<file path="src/rtl/module_bin_a_bcd_pkg.sv">
// Shared definitions for the binary-to-BCD converter and the downstream
// two-digit 7-segment display driver.
//   - FSM state encoding for the converter
//   - digit count / nibble geometry of the packed BCD bus
//   - BCD nibble constants shared with the display driver
package module_bin_a_bcd_pkg;

  typedef enum logic [1:0] {
    ST_IDLE  = 2'd0,
    ST_SHIFT = 2'd1,
    ST_DONE  = 2'd2
  } state_t;

  localparam int BCD_DIGITS    = 2;
  localparam int NIB_W         = 4;
  localparam int BCD_W         = NIB_W * BCD_DIGITS;
  localparam int SAT_VALUE_DEF = 99;

  // BCD nibble constants; the display driver decodes 0..9 and treats
  // NIB_BLANK as a dark digit.
  localparam logic [NIB_W-1:0] NIB_DIGIT_MAX = 4'd9;
  localparam logic [NIB_W-1:0] NIB_ADJ_MIN   = 4'd5;
  localparam logic [NIB_W-1:0] NIB_ADJ_ADD   = 4'd3;
  localparam logic [NIB_W-1:0] NIB_BLANK     = 4'hF;

endpackage

</file>
<file path="src/rtl/module_ajuste_bcd.sv">
// Double-dabble correction cell: adds 3 to a BCD nibble that is 5 or more,
// so that the following left shift carries correctly into the next digit.
// Ports:
//   digit     4-bit BCD nibble before the shift
//   adjusted  nibble after the conditional add-3
module module_ajuste_bcd
  import module_bin_a_bcd_pkg::*;
(
  input  logic [NIB_W-1:0] digit,
  output logic [NIB_W-1:0] adjusted
);

  assign adjusted = (digit >= NIB_ADJ_MIN) ? (digit + NIB_ADJ_ADD) : digit;

endmodule

</file>
<file path="src/rtl/module_bin_a_bcd.sv">
// Sequential binary-to-BCD converter (shift-and-add-3, one bit per clock).
// Inputs above SAT_VALUE are clamped and flagged on ovf_o. The last result
// is held on bcd_o between conversions for the display driver.
// Ports:
//   clk_i    system clock
//   rst_i    synchronous active-high reset
//   bin_i    binary value, sampled on an accepted handshake
//   valid_i  request; accepted when valid_i & ready_o at a rising edge
//   ready_o  high only in IDLE
//   bcd_o    registered result {tens, units}
//   done_o   one-cycle pulse when bcd_o updates
//   ovf_o    registered; 1 if the last accepted input was clamped
//
// state    | meaning
// ---------+----------------------------------------------------------
// ST_IDLE  | waiting for a request, ready_o high
// ST_SHIFT | one add-3/shift step per clock, BIN_WIDTH steps in total
// ST_DONE  | publish scratch to bcd_o, pulse done_o, return to IDLE
module module_bin_a_bcd
  import module_bin_a_bcd_pkg::*;
#(
  parameter int BIN_WIDTH = 7,
  parameter int SAT_VALUE = SAT_VALUE_DEF
) (
  input  logic                 clk_i,
  input  logic                 rst_i,
  input  logic [BIN_WIDTH-1:0] bin_i,
  input  logic                 valid_i,
  output logic                 ready_o,
  output logic [BCD_W-1:0]     bcd_o,
  output logic                 done_o,
  output logic                 ovf_o
);

  localparam int CNT_W   = $clog2(BIN_WIDTH + 1);
  localparam int SH_W    = BCD_W + BIN_WIDTH;
  // For narrow inputs the saturation point can exceed the input range;
  // clip it so the comparison stays in BIN_WIDTH bits.
  localparam int MAX_BIN = (1 << BIN_WIDTH) - 1;
  localparam int SAT_EFF = (SAT_VALUE < MAX_BIN) ? SAT_VALUE : MAX_BIN;
  localparam logic [BIN_WIDTH-1:0] SAT_BIN = BIN_WIDTH'(SAT_EFF);

  state_t                 state_q, state_d;
  logic [BIN_WIDTH-1:0]   bin_q, bin_d;
  logic [BCD_W-1:0]       scratch_q, scratch_d;
  logic [CNT_W-1:0]       cnt_q, cnt_d;
  logic                   pend_ovf_q, pend_ovf_d;
  logic [BCD_W-1:0]       bcd_q, bcd_d;
  logic                   ovf_q, ovf_d;
  logic                   done_q, done_d;

  logic [BCD_W-1:0]       adj;
  logic [SH_W-1:0]        shifted;
  logic                   over_sat;

  for (genvar g = 0; g < BCD_DIGITS; g++) begin : g_digit
    module_ajuste_bcd u_ajuste (
      .digit    (scratch_q[g*NIB_W +: NIB_W]),
      .adjusted (adj[g*NIB_W +: NIB_W])
    );
  end

  // Saturation keeps the corrected tens digit below 8, so the bit shifted
  // out of the top of the scratch register is always zero.
  assign shifted  = {adj, bin_q} << 1;
  assign over_sat = (bin_i > SAT_BIN);

  always_ff @(posedge clk_i) begin
    if (rst_i) begin
      state_q    <= ST_IDLE;
      bin_q      <= '0;
      scratch_q  <= '0;
      cnt_q      <= '0;
      pend_ovf_q <= 1'b0;
      bcd_q      <= '0;
      ovf_q      <= 1'b0;
      done_q     <= 1'b0;
    end else begin
      state_q    <= state_d;
      bin_q      <= bin_d;
      scratch_q  <= scratch_d;
      cnt_q      <= cnt_d;
      pend_ovf_q <= pend_ovf_d;
      bcd_q      <= bcd_d;
      ovf_q      <= ovf_d;
      done_q     <= done_d;
    end
  end

  always_comb begin
    state_d    = state_q;
    bin_d      = bin_q;
    scratch_d  = scratch_q;
    cnt_d      = cnt_q;
    pend_ovf_d = pend_ovf_q;
    bcd_d      = bcd_q;
    ovf_d      = ovf_q;
    done_d     = 1'b0;

    unique case (state_q)
      ST_IDLE: begin
        if (valid_i) begin
          bin_d      = over_sat ? SAT_BIN : bin_i;
          pend_ovf_d = over_sat;
          scratch_d  = '0;
          cnt_d      = CNT_W'(BIN_WIDTH);
          state_d    = ST_SHIFT;
        end
      end
      ST_SHIFT: begin
        scratch_d = shifted[BIN_WIDTH +: BCD_W];
        bin_d     = shifted[BIN_WIDTH-1:0];
        cnt_d     = cnt_q - CNT_W'(1);
        if (cnt_q == CNT_W'(1)) begin
          state_d = ST_DONE;
        end
      end
      ST_DONE: begin
        bcd_d   = scratch_q;
        ovf_d   = pend_ovf_q;
        done_d  = 1'b1;
        state_d = ST_IDLE;
      end
      default: begin
        state_d = ST_IDLE;
      end
    endcase
  end

  assign ready_o = (state_q == ST_IDLE);
  assign bcd_o   = bcd_q;
  assign done_o  = done_q;
  assign ovf_o   = ovf_q;

endmodule
</file>
<file path="config.mk">
export PLATFORM = sky130hd
export DESIGN_NAME = module_bin_a_bcd
export DESIGN_NICKNAME = d
export VERILOG_FILES = /design/src/rtl/module_bin_a_bcd_pkg.sv /design/src/rtl/module_ajuste_bcd.sv /design/src/rtl/module_bin_a_bcd.sv
export SDC_FILE = /design/constraint.sdc
export NUM_CORES = 1
export LEC_CHECK = 0
export ABC_AREA = 1
export BUFFER_PORTS_ARGS = -buffer_cell sky130_fd_sc_hd__buf_2
export CORE_ASPECT_RATIO = 1.75
export CORE_UTILIZATION = 50
export DETAILED_ROUTE_END_ITERATION = 16
export HOLD_SLACK_MARGIN = 0.05
export PLACE_DENSITY_LB_ADDON = 0.3
export SYNTH_ARGS = -nofsm -noshare
export SYNTH_HDL_FRONTEND = slang
export SYNTH_SLANG_ARGS = --single-unit
</file>
<file path="constraint.sdc">
create_clock -name clk_i -period 1.34 [get_ports clk_i]
set_clock_uncertainty 0.2 [all_clocks]
set_input_delay 0.402 -clock clk_i [delete_from_list [all_inputs] [get_ports clk_i]]
set_output_delay 0.402 -clock clk_i [all_outputs]
set_load 0.02 [all_outputs]
</file>
==> summary.md <==
| Metric | Value |
|---|---|
| Largest net degree at the start of global routing | 17 |
| Tightest Hold Check Type | primary input to register |
| Crit path time final | 1489 ps |
| XOR/XNOR share of the synthesized area | 0 |
| Period utilization | 1.111 |
| Sequential area share after synthesis | 0.4362 |
| R2R setup slack | -40 ps |
| Clock sinks | 31 |
| Pre-CTS setup slack | -70.36 ps |
| Worst-Margin Slew | around 330 ps |
| Post-route setup slack | -149.1 ps |
| Post-synth top area share | 0.4362 |
| Diodes inserted | 0 |
| Syn Nets | 215 |
| Combinational family with the most area after synthesis | simple AND/OR/NAND/NOR gates |
| Pre-Repair DR Iteration Count | 4 |
| GPL Wtd Cong | 0.7958 |
| Worst EP required | 740 ps |
| Initial antenna violation count | 0 |
| Status | finished, violations left |
| Number of fill cells | 209 |
| Failing checks | negative setup slack |
| Max-slew violations | 0 |
| Leak pwr | a little under 0.001 uW |
| CTS root buffer | clkbuf_8 |
| Fin util | 0.7609 |
| PD cells | between 900 and 1000 nW/um2 |
| Avg WL per Cell | 12.81 um |
| Hpwl dp | 2.115 mm |
| Peak supply drop | 0.001074 V |
| Die height | about 73 um |
| Vias per cell | 5.315 |
| FF-to-FF path depth | 7 |
| Post-Synthesis Cells | 199 |
| Post-route DRC | 0 |
| Slew margin rel. | 0.7797 |
| Unrepaired setup endpoints after global routing | true |
| Port bufs | 20 |
| Peak Freq | 671.5 MHz |
| Via count of the routed design | 1419 |
| Synth Area in Adders | 0.05277 |
| Syn Area/Cell | 7.149 um2 |
| Final wirelength | 3.420 mm |
| Post-synthesis mux area share | 0 |
| Setup crit end kind | output port |
| Io pins | 21 |
| CTS tree | yes |
| Fraction of layout cells with a size suffix above 1 | 0.3958 |
| Warnings, synthesis | 0 |
| Hold_sp | rst_i |
| Die Footprint | ~3100 um2 |
| H-Tree Depth | 2 |
| Max Cap Viol | 0 |
| CTS clk-pin slew, worst paths | roughly 60 ps |
| DIE WIDTH | 42.32 um |
| Worst-Skew Late Latency | around 280 ps |
| Multi-input gate area | 812.0 um2 |
| First-pass GRT wire length | 5.071 mm |
| 1st-iter DRT viols | 16 |
| Vias in the first global route | 1283 |
| Synth top area cells | dfxtp_1 44%, nand2_1 12%, a21oi_1 8.1%, o21ai_0 7.4%, inv_1 6.6% |
| Clock Path Buffers | 2 |
| Final Hold Viols | 0 |
| Crit. Startpoint | state_q[0]$_SDFFE_PP0P_ |
| Setup-failing EPs final | 6 |
| Post-synth top area cell | dfxtp_1 |
| Startpoint types | register |
| Yosys cell types | 20 |
| Sequential Area | 645.6 um2 |
| #FFs+latches synth | 31 |
| Row count | 25 |
| P&R area growth vs syn | 43.89% |
| Total GRT Usage | 0.2186 |
| WP data arrival | 890 ps |
| Compound-Gate Fraction of Synth Area | 0.1785 |
| Synth Area in Simple Gates | 0.2313 |
| Hold depth | 2 |
| NumNets Final | 255 |
| Setup Crit Path Kind | register to output port |
| TritonCTS Buffers | 5 |
| Antenna viol nets, final | 0 |
| Starting Density | 0.5288 |
| Critical path fanouts, max | 4 |
| Total grt overflow | 0 |
| Core area | 2690 um2 |
| Post-Syn Area | 1423 um2 |
| RR Startpoint | state_q[1]$_SDFFE_PP0P_ |
-- cells by family after synthesis --
group | count (synthesis)
flops | 31
simple gates | 79
compound gates | 49
fa+ha+maj | 6
buf+inv | 34
-- synthesized netlist by cell type (all sizes together) --
| master | instances |
|---|---|
| a21oi | 23 |
| a22oi | 1 |
| buf | 6 |
| clkbuf | 1 |
| dfxtp | 31 |
| ha | 6 |
| inv | 27 |
| nand2 | 45 |
| nand3 | 10 |
| nand4 | 4 |
| nor2 | 19 |
| nor4 | 1 |
| o211ai | 1 |
| o21ai | 24 |
-- layout make-up --
type,instances,share of cell area
Multi-Input combinational cell,134,0.3967
Sequential cell,31,0.3154
Timing Repair Buffer,40,0.1773
Inverter,27,0.05440
Clock buffer,7,0.03729
Tap cell,27,0.01650
Clock inverter,1,0.002445
-- flip-flops by register name, summed over array words and instances, names as in the netlist --
register and cells:
state_q 2, scratch_q 8, bin_q 7, cnt_q 3, bcd_o 8, ovf_o 1
done_o 1, pend_ovf_q 1
-- power by group --
part,switching [uW],internal (uW)
Sequential,32.1,966
Combinational,174,137
Clock,337,364
Total,543,1470
-- metal layers --
metal | GRT usage | vias to the layer above | part of all wire | wire length (um)
li1 | - | 723 | - | -
met1 | 0.2041 | 650 | 0.38 | 1308
met2 | 0.4256 | 39 | 0.56 | 1928
met3 | 0.04478 | 7 | 0.033 | 112
met4 | 0.1146 | 0 | 0.020 | 70
met5 | 0 | - | 0 | 0
-- critical path, stage by stage (launching register included) --
cell and delay [ps]:
dfxtp_2 350, nor2_4 130, buf_6 130
-- cells in the final DEF (no fill, tap or decap), types with 2 or more instances in the layout --
cell and instances:
nand2_2 4, buf_2 9, dfxtp_2 14, a21oi_2 3, inv_2 5, buf_12 2, a21oi_1 20, inv_1 18
dfxtp_4 2, nor2_1 17, ha_4 4, ha_1 2, nand3_1 4, buf_4 13, clkbuf_8 5, nand4_1 4
nand2_1 37, clkbuf_1 2, nand2_4 4, o21ai_0 17, inv_4 4, o21ai_1 6, nand3_2 5, nor2_4 2
dfxtp_1 15, buf_6 16
-- path summary, 6_finish.rpt --
kind | to
min reg2reg | bin_q[0]$_SDFFE_PP0P_
max reg2reg | bin_q[5]$_SDFFE_PP0P_
max | ready_o
min | scratch_q[1]$_SDFFE_PP0P_
-- what timing repair did --
| item | in CTS | in global routing |
|---|---|---|
| setup buffers | 1 | 3 |
| endpoints found under the hold margin | 0 | 0 |
| resized for setup | 43 | 48 |
| hold buffers | 0 | 0 |
| pin swaps | 3 | 12 |
| endpoints found under the setup margin | 24 | 32 |
| cloned | 0 | 0 |
-- through the flow --
stage	hold slack (ps)	power, uW	std cells	TNS [ps]	area [um2]
after floorplan	223.9	1183	199	0	1426
after global placement	235.8	1272	255	-36.05	1663
after detailed placement	250.9	1278	255	-313.6	1663
after CTS	153.6	1988	264	-148.5	1859
after global routing	150.9	2100	267	-1474	2047
final	154.8	2010	267	-252.8	2047
Power figures use the tool's default switching activity.
